[src/rtl/ea_sequencer_if.sv]
// Byte-read pointer-fetch port between ea_sequencer (master) and the memory arbiter (slave).
interface ea_sequencer_if;
   logic [15:0] mem_addr;
   logic        mem_rd;
   logic [7:0]  mem_rdata;
   logic        mem_ready;

   modport master (output mem_addr, output mem_rd, input mem_rdata, input mem_ready);
   modport slave  (input mem_addr, input mem_rd, output mem_rdata, output mem_ready);
endinterface

[src/rtl/ea_sequencer.sv]
// 6502 effective-address sequencer: direct modes in one CALC cycle, indirect modes via pointer
// fetches with a wait-state timeout. Define JMP_IND_BUG_EN for the NMOS JMP (ind) page-wrap bug.
module ea_sequencer #(
   parameter logic [7:0]  ZP_PAGE = 8'h00,
   parameter int unsigned WAIT_TO = 16
) (
   input  logic           clk,
   input  logic           reset_n,
   input  logic           start,
   input  logic [3:0]     addr_mode,
   input  logic [7:0]     operand_lo,
   input  logic [7:0]     operand_hi,
   input  logic [7:0]     X_reg,
   input  logic [7:0]     Y_reg,
   input  logic [15:0]    PC_in,
   output logic           busy,
   output logic           done,
   output logic           err,
   output logic [15:0]    eff_addr,
   output logic           page_crossed,
   ea_sequencer_if.master mem
);
   localparam logic [3:0] ModeImm  = 4'd0;
   localparam logic [3:0] ModeZp   = 4'd1;
   localparam logic [3:0] ModeZpx  = 4'd2;
   localparam logic [3:0] ModeZpy  = 4'd3;
   localparam logic [3:0] ModeAbs  = 4'd4;
   localparam logic [3:0] ModeAbsx = 4'd5;
   localparam logic [3:0] ModeAbsy = 4'd6;
   localparam logic [3:0] ModeInd  = 4'd7;
   localparam logic [3:0] ModeIndx = 4'd8;
   localparam logic [3:0] ModeIndy = 4'd9;
   localparam logic [3:0] ModeRel  = 4'd10;
   localparam logic [7:0] WaitLast = 8'(WAIT_TO - 1);

   typedef enum logic [2:0] {StIdle, StCalc, StPtrLo, StPtrHi, StFin} state_e;

   state_e      state_q;
   logic [3:0]  mode_q;
   logic [7:0]  lo_q, hi_q, x_q, y_q;
   logic [15:0] pc_q;
   logic [7:0]  ptr_lo_q, ptr_hi_q;
   logic [7:0]  wait_cnt_q;
   logic [15:0] calc_addr;
   logic        calc_cross;

   // Address of the low (second=0) or high (second=1) pointer byte.
   function automatic logic [15:0] ptr_addr(input logic [3:0] mode, input logic [7:0] lo,
                                            input logic [7:0] hi, input logic [7:0] x,
                                            input logic second);
      logic [7:0]  zp;
      logic [15:0] addr;
      zp = (mode == ModeIndx) ? lo + x : lo;
      if (mode == ModeInd) begin
         if (!second) begin
            addr = {hi, lo};
         end else begin
`ifdef JMP_IND_BUG_EN
            addr = {hi, lo + 8'd1};
`else
            addr = {hi, lo} + 16'd1;
`endif
         end
      end else begin
         addr = {ZP_PAGE, second ? zp + 8'd1 : zp};
      end
      return addr;
   endfunction

   always_comb begin
      calc_addr  = 16'h0000;
      calc_cross = 1'b0;
      case (mode_q)
         ModeImm: calc_addr = pc_q + 16'd1;
         ModeZp:  calc_addr = {ZP_PAGE, lo_q};
         ModeZpx: calc_addr = {ZP_PAGE, lo_q + x_q};
         ModeZpy: calc_addr = {ZP_PAGE, lo_q + y_q};
         ModeAbs: calc_addr = {hi_q, lo_q};
         ModeAbsx: begin
            calc_addr  = {hi_q, lo_q} + {8'h00, x_q};
            calc_cross = calc_addr[15:8] != hi_q;
         end
         ModeAbsy: begin
            calc_addr  = {hi_q, lo_q} + {8'h00, y_q};
            calc_cross = calc_addr[15:8] != hi_q;
         end
         ModeInd, ModeIndx: calc_addr = {ptr_hi_q, ptr_lo_q};
         ModeIndy: begin
            calc_addr  = {ptr_hi_q, ptr_lo_q} + {8'h00, y_q};
            calc_cross = calc_addr[15:8] != ptr_hi_q;
         end
         ModeRel: begin
            calc_addr  = pc_q + {{8{lo_q[7]}}, lo_q};
            calc_cross = calc_addr[15:8] != pc_q[15:8];
         end
         default: calc_addr = 16'h0000;
      endcase
   end

   always_ff @(posedge clk) begin
      if (!reset_n) begin
         state_q      <= StIdle;
         busy         <= 1'b0;
         done         <= 1'b0;
         err          <= 1'b0;
         eff_addr     <= 16'h0000;
         page_crossed <= 1'b0;
         mem.mem_addr <= 16'h0000;
         mem.mem_rd   <= 1'b0;
         mode_q       <= 4'd0;
         lo_q         <= 8'h00;
         hi_q         <= 8'h00;
         x_q          <= 8'h00;
         y_q          <= 8'h00;
         pc_q         <= 16'h0000;
         ptr_lo_q     <= 8'h00;
         ptr_hi_q     <= 8'h00;
         wait_cnt_q   <= 8'h00;
      end else begin
         done <= 1'b0;
         err  <= 1'b0;
         case (state_q)
            StIdle: begin
               if (start) begin
                  mode_q <= addr_mode;
                  lo_q   <= operand_lo;
                  hi_q   <= operand_hi;
                  x_q    <= X_reg;
                  y_q    <= Y_reg;
                  pc_q   <= PC_in;
                  busy   <= 1'b1;
                  if (addr_mode inside {ModeInd, ModeIndx, ModeIndy}) begin
                     mem.mem_addr <= ptr_addr(addr_mode, operand_lo, operand_hi, X_reg, 1'b0);
                     mem.mem_rd   <= 1'b1;
                     wait_cnt_q   <= 8'h00;
                     state_q      <= StPtrLo;
                  end else begin
                     state_q <= StCalc;
                  end
               end
            end
            StCalc: begin
               eff_addr     <= calc_addr;
               page_crossed <= calc_cross;
               done         <= 1'b1;
               state_q      <= StFin;
            end
            StPtrLo, StPtrHi: begin
               // A completing read beats a timeout landing on the same cycle.
               if (mem.mem_ready) begin
                  wait_cnt_q <= 8'h00;
                  if (state_q == StPtrLo) begin
                     ptr_lo_q     <= mem.mem_rdata;
                     mem.mem_addr <= ptr_addr(mode_q, lo_q, hi_q, x_q, 1'b1);
                     state_q      <= StPtrHi;
                  end else begin
                     ptr_hi_q   <= mem.mem_rdata;
                     mem.mem_rd <= 1'b0;
                     state_q    <= StCalc;
                  end
               end else if (wait_cnt_q == WaitLast) begin
                  mem.mem_rd   <= 1'b0;
                  eff_addr     <= 16'h0000;
                  page_crossed <= 1'b0;
                  done         <= 1'b1;
                  err          <= 1'b1;
                  state_q      <= StFin;
               end else begin
                  wait_cnt_q <= wait_cnt_q + 8'd1;
               end
            end
            StFin: begin
               busy    <= 1'b0;
               state_q <= StIdle;
            end
            default: state_q <= StIdle;
         endcase
      end
   end
endmodule

[src/flat_wrapper.sv]
// flat-port wrapper written by rule: the top's interface ports become plain ports
module ea_sequencer_flat 
#(
   parameter logic [7:0]  ZP_PAGE = 8'h00,
   parameter int unsigned WAIT_TO = 16
)
  (clk, reset_n, start, addr_mode, operand_lo, operand_hi, X_reg, Y_reg, PC_in, busy, done, err, eff_addr, page_crossed, mem_mem_addr, mem_mem_rd, mem_mem_rdata, mem_mem_ready);
  ea_sequencer_if mem_i ();
  input  logic clk;
  input  logic reset_n;
  input  logic start;
  input  logic [3:0] addr_mode;
  input  logic [7:0] operand_lo;
  input  logic [7:0] operand_hi;
  input  logic [7:0] X_reg;
  input  logic [7:0] Y_reg;
  input  logic [15:0] PC_in;
  output logic busy;
  output logic done;
  output logic err;
  output logic [15:0] eff_addr;
  output logic page_crossed;
  output wire logic [$bits(mem_i.mem_addr)-1:0] mem_mem_addr;
  output wire logic [$bits(mem_i.mem_rd)-1:0] mem_mem_rd;
  input wire logic [$bits(mem_i.mem_rdata)-1:0] mem_mem_rdata;
  input wire logic [$bits(mem_i.mem_ready)-1:0] mem_mem_ready;
  assign mem_mem_addr = mem_i.mem_addr;
  assign mem_mem_rd = mem_i.mem_rd;
  assign mem_i.mem_rdata = mem_mem_rdata;
  assign mem_i.mem_ready = mem_mem_ready;
  ea_sequencer #(.ZP_PAGE(ZP_PAGE), .WAIT_TO(WAIT_TO)) u_core (.clk(clk), .reset_n(reset_n), .start(start), .addr_mode(addr_mode), .operand_lo(operand_lo), .operand_hi(operand_hi), .X_reg(X_reg), .Y_reg(Y_reg), .PC_in(PC_in), .busy(busy), .done(done), .err(err), .eff_addr(eff_addr), .page_crossed(page_crossed), .mem(mem_i));
endmodule
[config.mk]
export PLATFORM = sky130hd
export DESIGN_NAME = ea_sequencer_flat
export DESIGN_NICKNAME = d
export VERILOG_FILES = /design/src/rtl/ea_sequencer_if.sv /design/src/rtl/ea_sequencer.sv /design/src/flat_wrapper.sv
export SDC_FILE = /design/constraint.sdc
export NUM_CORES = 1
export LEC_CHECK = 0
export CORE_ASPECT_RATIO = 0.7
export CORE_MARGIN = 3
export CORE_UTILIZATION = 57
export DETAILED_ROUTE_END_ITERATION = 16
export MAX_ROUTING_LAYER = met4
export PLACE_DENSITY = 0.92
export REMOVE_ABC_BUFFERS = 1
export SYNTH_ARGS = -nofsm -noshare
export SYNTH_HDL_FRONTEND = slang
export SYNTH_SLANG_ARGS = --single-unit
[constraint.sdc]
create_clock -name clk -period 3.3 [get_ports clk]
set_input_delay 0.66 -clock clk [delete_from_list [all_inputs] [get_ports clk]]
set_output_delay 0.66 -clock clk [all_outputs]
set_load 0.005 [all_outputs]
### Word-level counts from Yosys, hierarchy flattened

Cells that the tools add are included.

* flip-flop bits (word level): 116
* output and inout bits: 37
* bits in writable memories: 0
* bits in latches: 0
* memories kept: 0
* logic and storage cells: 116
* ROM bits: 0

* divide/modulo/power cells: 0
* bitwise logic cells: 1
* equal/unequal tests: 31
* magnitude comparators: 0
* reductions and logical operators: 18
* multiplexer cells: 38
* shifts and indexed selects: 0
* add/sub/neg operators: 11
* $mul: 0

Operators with widths (number)
* case mux 16 bit (10 select lines): 1
* 2-to-1 mux 16 bit: 8
* case mux 16 bit (2 select lines): 2
* adder 16 x 8 -> 16 bit: 3
* 2-to-1 mux 8 bit: 6
* adder 16 x 1 -> 16 bit (second input constant): 2
* != test 8 bit: 4
* adder 8 bit: 3
* equality test 4 x 3 -> 1 bit (second input constant): 5
* equality test 4 bit (second input constant): 5
* adder 16 bit: 1
* adder 8 x 1 -> 8 bit (second input constant): 2
* case mux 8 bit (2 select lines): 1
* AND reduction 5 bit: 2
* 2-to-1 mux 1 bit: 9
* 2-to-1 mux 3 bit: 3
* case mux 3 bit (3 select lines): 1
* AND reduction 3 bit: 3
* equality test 4 x 2 -> 1 bit (second input constant): 2
* equality test 8 x 4 -> 1 bit (second input constant): 1
* case mux 1 bit (2 select lines): 4
* AND reduction 2 bit: 4
* equality test 3 x 2 -> 1 bit (second input constant): 2
* != test 2 x 1 -> 1 bit (second input constant): 3
* other kinds (15): 22

### Longest topological paths before layout

* depth in word-level cells: 7
* gate-level depth with buffers: 11
* mapped depth without buffers: 11

### Least setup slack after synthesis

No wires, ideal clock.

* path kind: register -> register
* start point: reg u_core.y_q[0]
* end point: reg u_core.eff_addr[14]
* required time: 3178 ps
* slack: 723 ps
* cell stages (with the launch flop): 12
* arrival time: 2455 ps
* cell sequence: dfxtp_1 > ha_1 > inv_1 > fa_1 > nand2b_1 > a21oi_1 > o22a_1 > and3_1 > o21ai_0 > a222oi_1 > o221ai_1 > o311a_1

* cells in the longest elaborated chain, start to end: 3
* elaborated cells between the ends (all ways): 4
* classes of those cells: add/sub (2); mux (2)

Ends and longest elaborated chain
* start, declared: RTL line ea_sequencer.sv:40 `logic [7:0] lo_q, hi_q, x_q, y_q;`
* start signal, assigned: RTL line ea_sequencer.sv:129 `y_q <= Y_reg;`
* adder 16 x 8 -> 16 bit, on equally long branches: RTL line ea_sequencer.sv:89, ea_sequencer.sv:84
* case mux 16 bit (10 select lines) *: RTL line ea_sequencer.sv:73 `case (mode_q)`
* case mux 16 bit (2 select lines) *: RTL line ea_sequencer.sv:122 `case (state_q)`
* end signal, assigned: RTL line ea_sequencer.sv:143 `eff_addr <= calc_addr;`
* end, declared: RTL line ea_sequencer.sv:19 `output logic [15:0] eff_addr,`

Mark *: on every way between the ends. The rest lies on a longest branch, timed or not.
A chain may end at the register's enable or synchronous reset.

### Worst setup path after layout

* start point: reg u_core.lo_q[2]
* end point: reg u_core.page_crossed

* cells in the longest elaborated chain, start to end: 4
* elaborated cells between the ends (all ways): 8
* classes of those cells: add/sub (3); eq/ne (3); mux (2)

Ends and longest elaborated chain
* start, declared: RTL line ea_sequencer.sv:40
* start signal, assigned: RTL line ea_sequencer.sv:126 `lo_q <= operand_lo;`
* adder 16 bit (tied with other cells): RTL line ea_sequencer.sv:93 `calc_addr = pc_q + {{8{lo_q[7]}}, lo_q};`
* != test 8 bit, on equally long branches: RTL line ea_sequencer.sv:94, ea_sequencer.sv:81, ea_sequencer.sv:85
* case mux 1 bit (4 select lines) *: RTL line ea_sequencer.sv:73
* case mux 1 bit (2 select lines) *: RTL line ea_sequencer.sv:122
* end signal, assigned: RTL line ea_sequencer.sv:144 `page_crossed <= calc_cross;`
* end, declared: RTL line ea_sequencer.sv:20 `output logic page_crossed,`

Marks and branches as above.

==> flow_summary.yaml <==
timing:
  max-slew-margin-rel_pct: 30.8
  finalClockSkew_ns: 0.0116
  fin_crit_ns: 3.12
  rsz0062_at_grt: "false"
  worst_pin_slew_ns: 1.04
  hold_viol_final: 0
  clock.fmax_mhz: 320
  setup-tns-final_ns: 0
  final-setup-viol-count: 0
  finalMaxSlewViolations: 0
  fin_crit_sh_pct: 94.6
layout:
  final_common_cell: "nand2_1"
  final_cell_mix: "nand2_1, dfxtp_1, a21oi_1"
  final_core_utilization_pct: 73.4
  drive_gt1_share_pct: 7.12
  diodes: 0
  fin_nets: 1342
  area_growth_pct: 22.9
logic_synthesis:
  synth_top_area_share_pct: 27.3
  synth-simple-area-share_pct: 25.1
  yosys_warnings: 0
  synth-seq-cells: 116
  synthTopCellsByArea: "dfxtp_1, nand2_1, ha_1"
  synth_top_area_cell: "dfxtp_1"
  synth-edff-count: 0
  async_flop_share_pct: 0
  synth_compound_area_share_pct: 25.4
  ys_types: 80
  synth-seq-area-share_pct: 27.3
  syn_area_mm2: 0.00850
  yosys.area_share.adder_pct: 8.54
  synth_mux_area_share_pct: 1.18
  synth_cells: 1125
  synth_top_family_by_area: "compound AO/OA/AOI/OAI gates"
  ys.flop_type: "dfxtp_1"
  synth_xor_area_share_pct: 8.79
  avgSynthCellArea_um2: 7.55
clock_tree:
  ctsResizeCount: 0
  cts_tree: "done"
  clockRootBuffer: "clkbuf_16"
  htreeDepth: 4
  cts.reportedPaths.clkPinSlew_ns: 0.06
  cts_buffers: 17
  cts_sinks: 116
  post_cts_buffers: 0
  clk_latency_ns: 0.42
  ctsHoldBuffers: 0
  clockBufferDepth: 2
routing:
  vias: 9388
  drt_iter0_drc: 1186
  wl_per_cell_um: 20.1
  remaining_drc_errors: 0
  vias_per_cell: 6.58
  drtPass1Iterations: 8
  ant_nets: 0
  wl_mm: 28.6
placement:
  routabilityCongestion: 1.08
  dp_hpwl_mm: 20.7
  io_buffers: 100
worst_hold_path:
  hp-class: "reg -> reg"
die:
  start_util_pct: 59.7
  dieArea_mm2: 0.0164
  pin_count: 101
  die_x_um: 152
  rows: 36
  core_mm2: 0.0142
  die_y_um: 108
setup_path:
  worstPathRequired_ns: 3.58
  worst-path-max-fanout: 9
  cp-start-kind: "flop"
  arrival_ns: 3.40
  end_kind: "flop"
  critPathKind: "reg -> reg"
global_routing:
  grt_pass1_vias: 8546
  grt-ovfl-total: 0
  grt_max_degree: 96
  grt_pass1_wl_mm: 44.9
  grt_usage_pct: 34.6
  antenna_found_initial: 0
status:
  outcome: "finished, final reports clean"
pwr:
  power_leakage_nw: 3.98
  p_total_mw: 5.23
  p_per_area_mw_per_mm2: 501
  irDropWorstVdd_v: 0.000341
run:
  maxCapViolCount: 0
state kept, by name (all words and copies together), names as in the netlist, 3 cells and up:
| name | count |
|---|---|
| u_core.eff_addr | 16 |
| u_core.hi_q | 8 |
| u_core.lo_q | 8 |
| u_core.mem.mem_addr | 16 |
| u_core.mode_q | 4 |
| u_core.pc_q | 16 |
| u_core.ptr_hi_q | 8 |
| u_core.ptr_lo_q | 8 |
| u_core.state_q | 3 |
| u_core.wait_cnt_q | 8 |
| u_core.x_q | 8 |
| u_core.y_q | 8 |
power by group:
part           total, mW  internal (mW)  leakage [nW]  switching (mW)
logic               1.45          0.615          2.72           0.836
clock network       2.09           1.35         0.318           0.743
registers           1.69           1.52         0.945           0.169
total               5.23           3.48          3.98            1.75
critical path, stage by stage (launching register included):
cell and delay (ns):
dfxtp_1 0.57, ha_1 0.37, and3_1 0.22, a22oi_1 0.36
o221a_2 0.39, nand2b_1 0.24, o211ai_1 0.13, o311ai_1 0.41
and3_1 0.23, a22oi_1 0.06
per-stage QoR:
stage	cell area (um^2)	hold WS (ns)	instances	setup slack [ns]
finish	10400	0.460	1426	0.177
global route	10400	0.480	1426	0.0604
CTS	10400	0.464	1426	0.247
detailed placement	9790	0.449	1394	0.252
global placement	9790	0.442	1394	0.398
floorplan	8260	0.441	1068	0.153
worst paths after layout:
path | cells after the start | end | slack [ns] | startpoint
setup / recovery | 9 | u_core.page_crossed | 0.18 | u_core.lo_q[2]
hold / removal | 2 | u_core.eff_addr[8] | 0.46 | u_core.eff_addr[8]
setup reg to reg | 9 | u_core.page_crossed | 0.18 | u_core.lo_q[2]
hold reg to reg | 2 | u_core.eff_addr[8] | 0.46 | u_core.eff_addr[8]
metal layers:
layer  up-vias  share of wire [%]  GRT usage [%]
met5         -                  0              -
met4         0                3.0           11.4
met3       100                 12           7.92
met2       663                 43           51.4
met1      4347                 42           46.8
li1       4278                  -              -
synth_stat cells, types with 13 or more instances:
cell and count:
ha_1 50, clkbuf_1 47, xor2_1 32, o211ai_1 13
o21ai_0 45, inv_1 20, dfxtp_1 116, and3_1 15
a21o_1 13, nor2_1 87, nand2_1 216, a22oi_1 18
nand2b_1 18, nor3_1 23, xnor2_1 48, nand3_1 32
a211oi_1 24, a21oi_1 107
logic make-up (layout without fill, tap and decap cells):
logic type      Yosys count  in the layout
xor+xnor                 82             82
buf+inv                  78            189
simple gates            461            461
flops                   116            116
compound gates          323            323
mux                      10             10
fa+ha+maj                55             55
final cells by class:
cell class	count	area, um^2
multi-input combinational	931	5870
sequential	116	2320
clock buffer	17	425
fill	1151	3790
tap	190	238
timing repair buffer	136	1280
inverter	21	78.8
clock inverter	15	229
No activity file was read; power rests on OpenSTA's default activity.
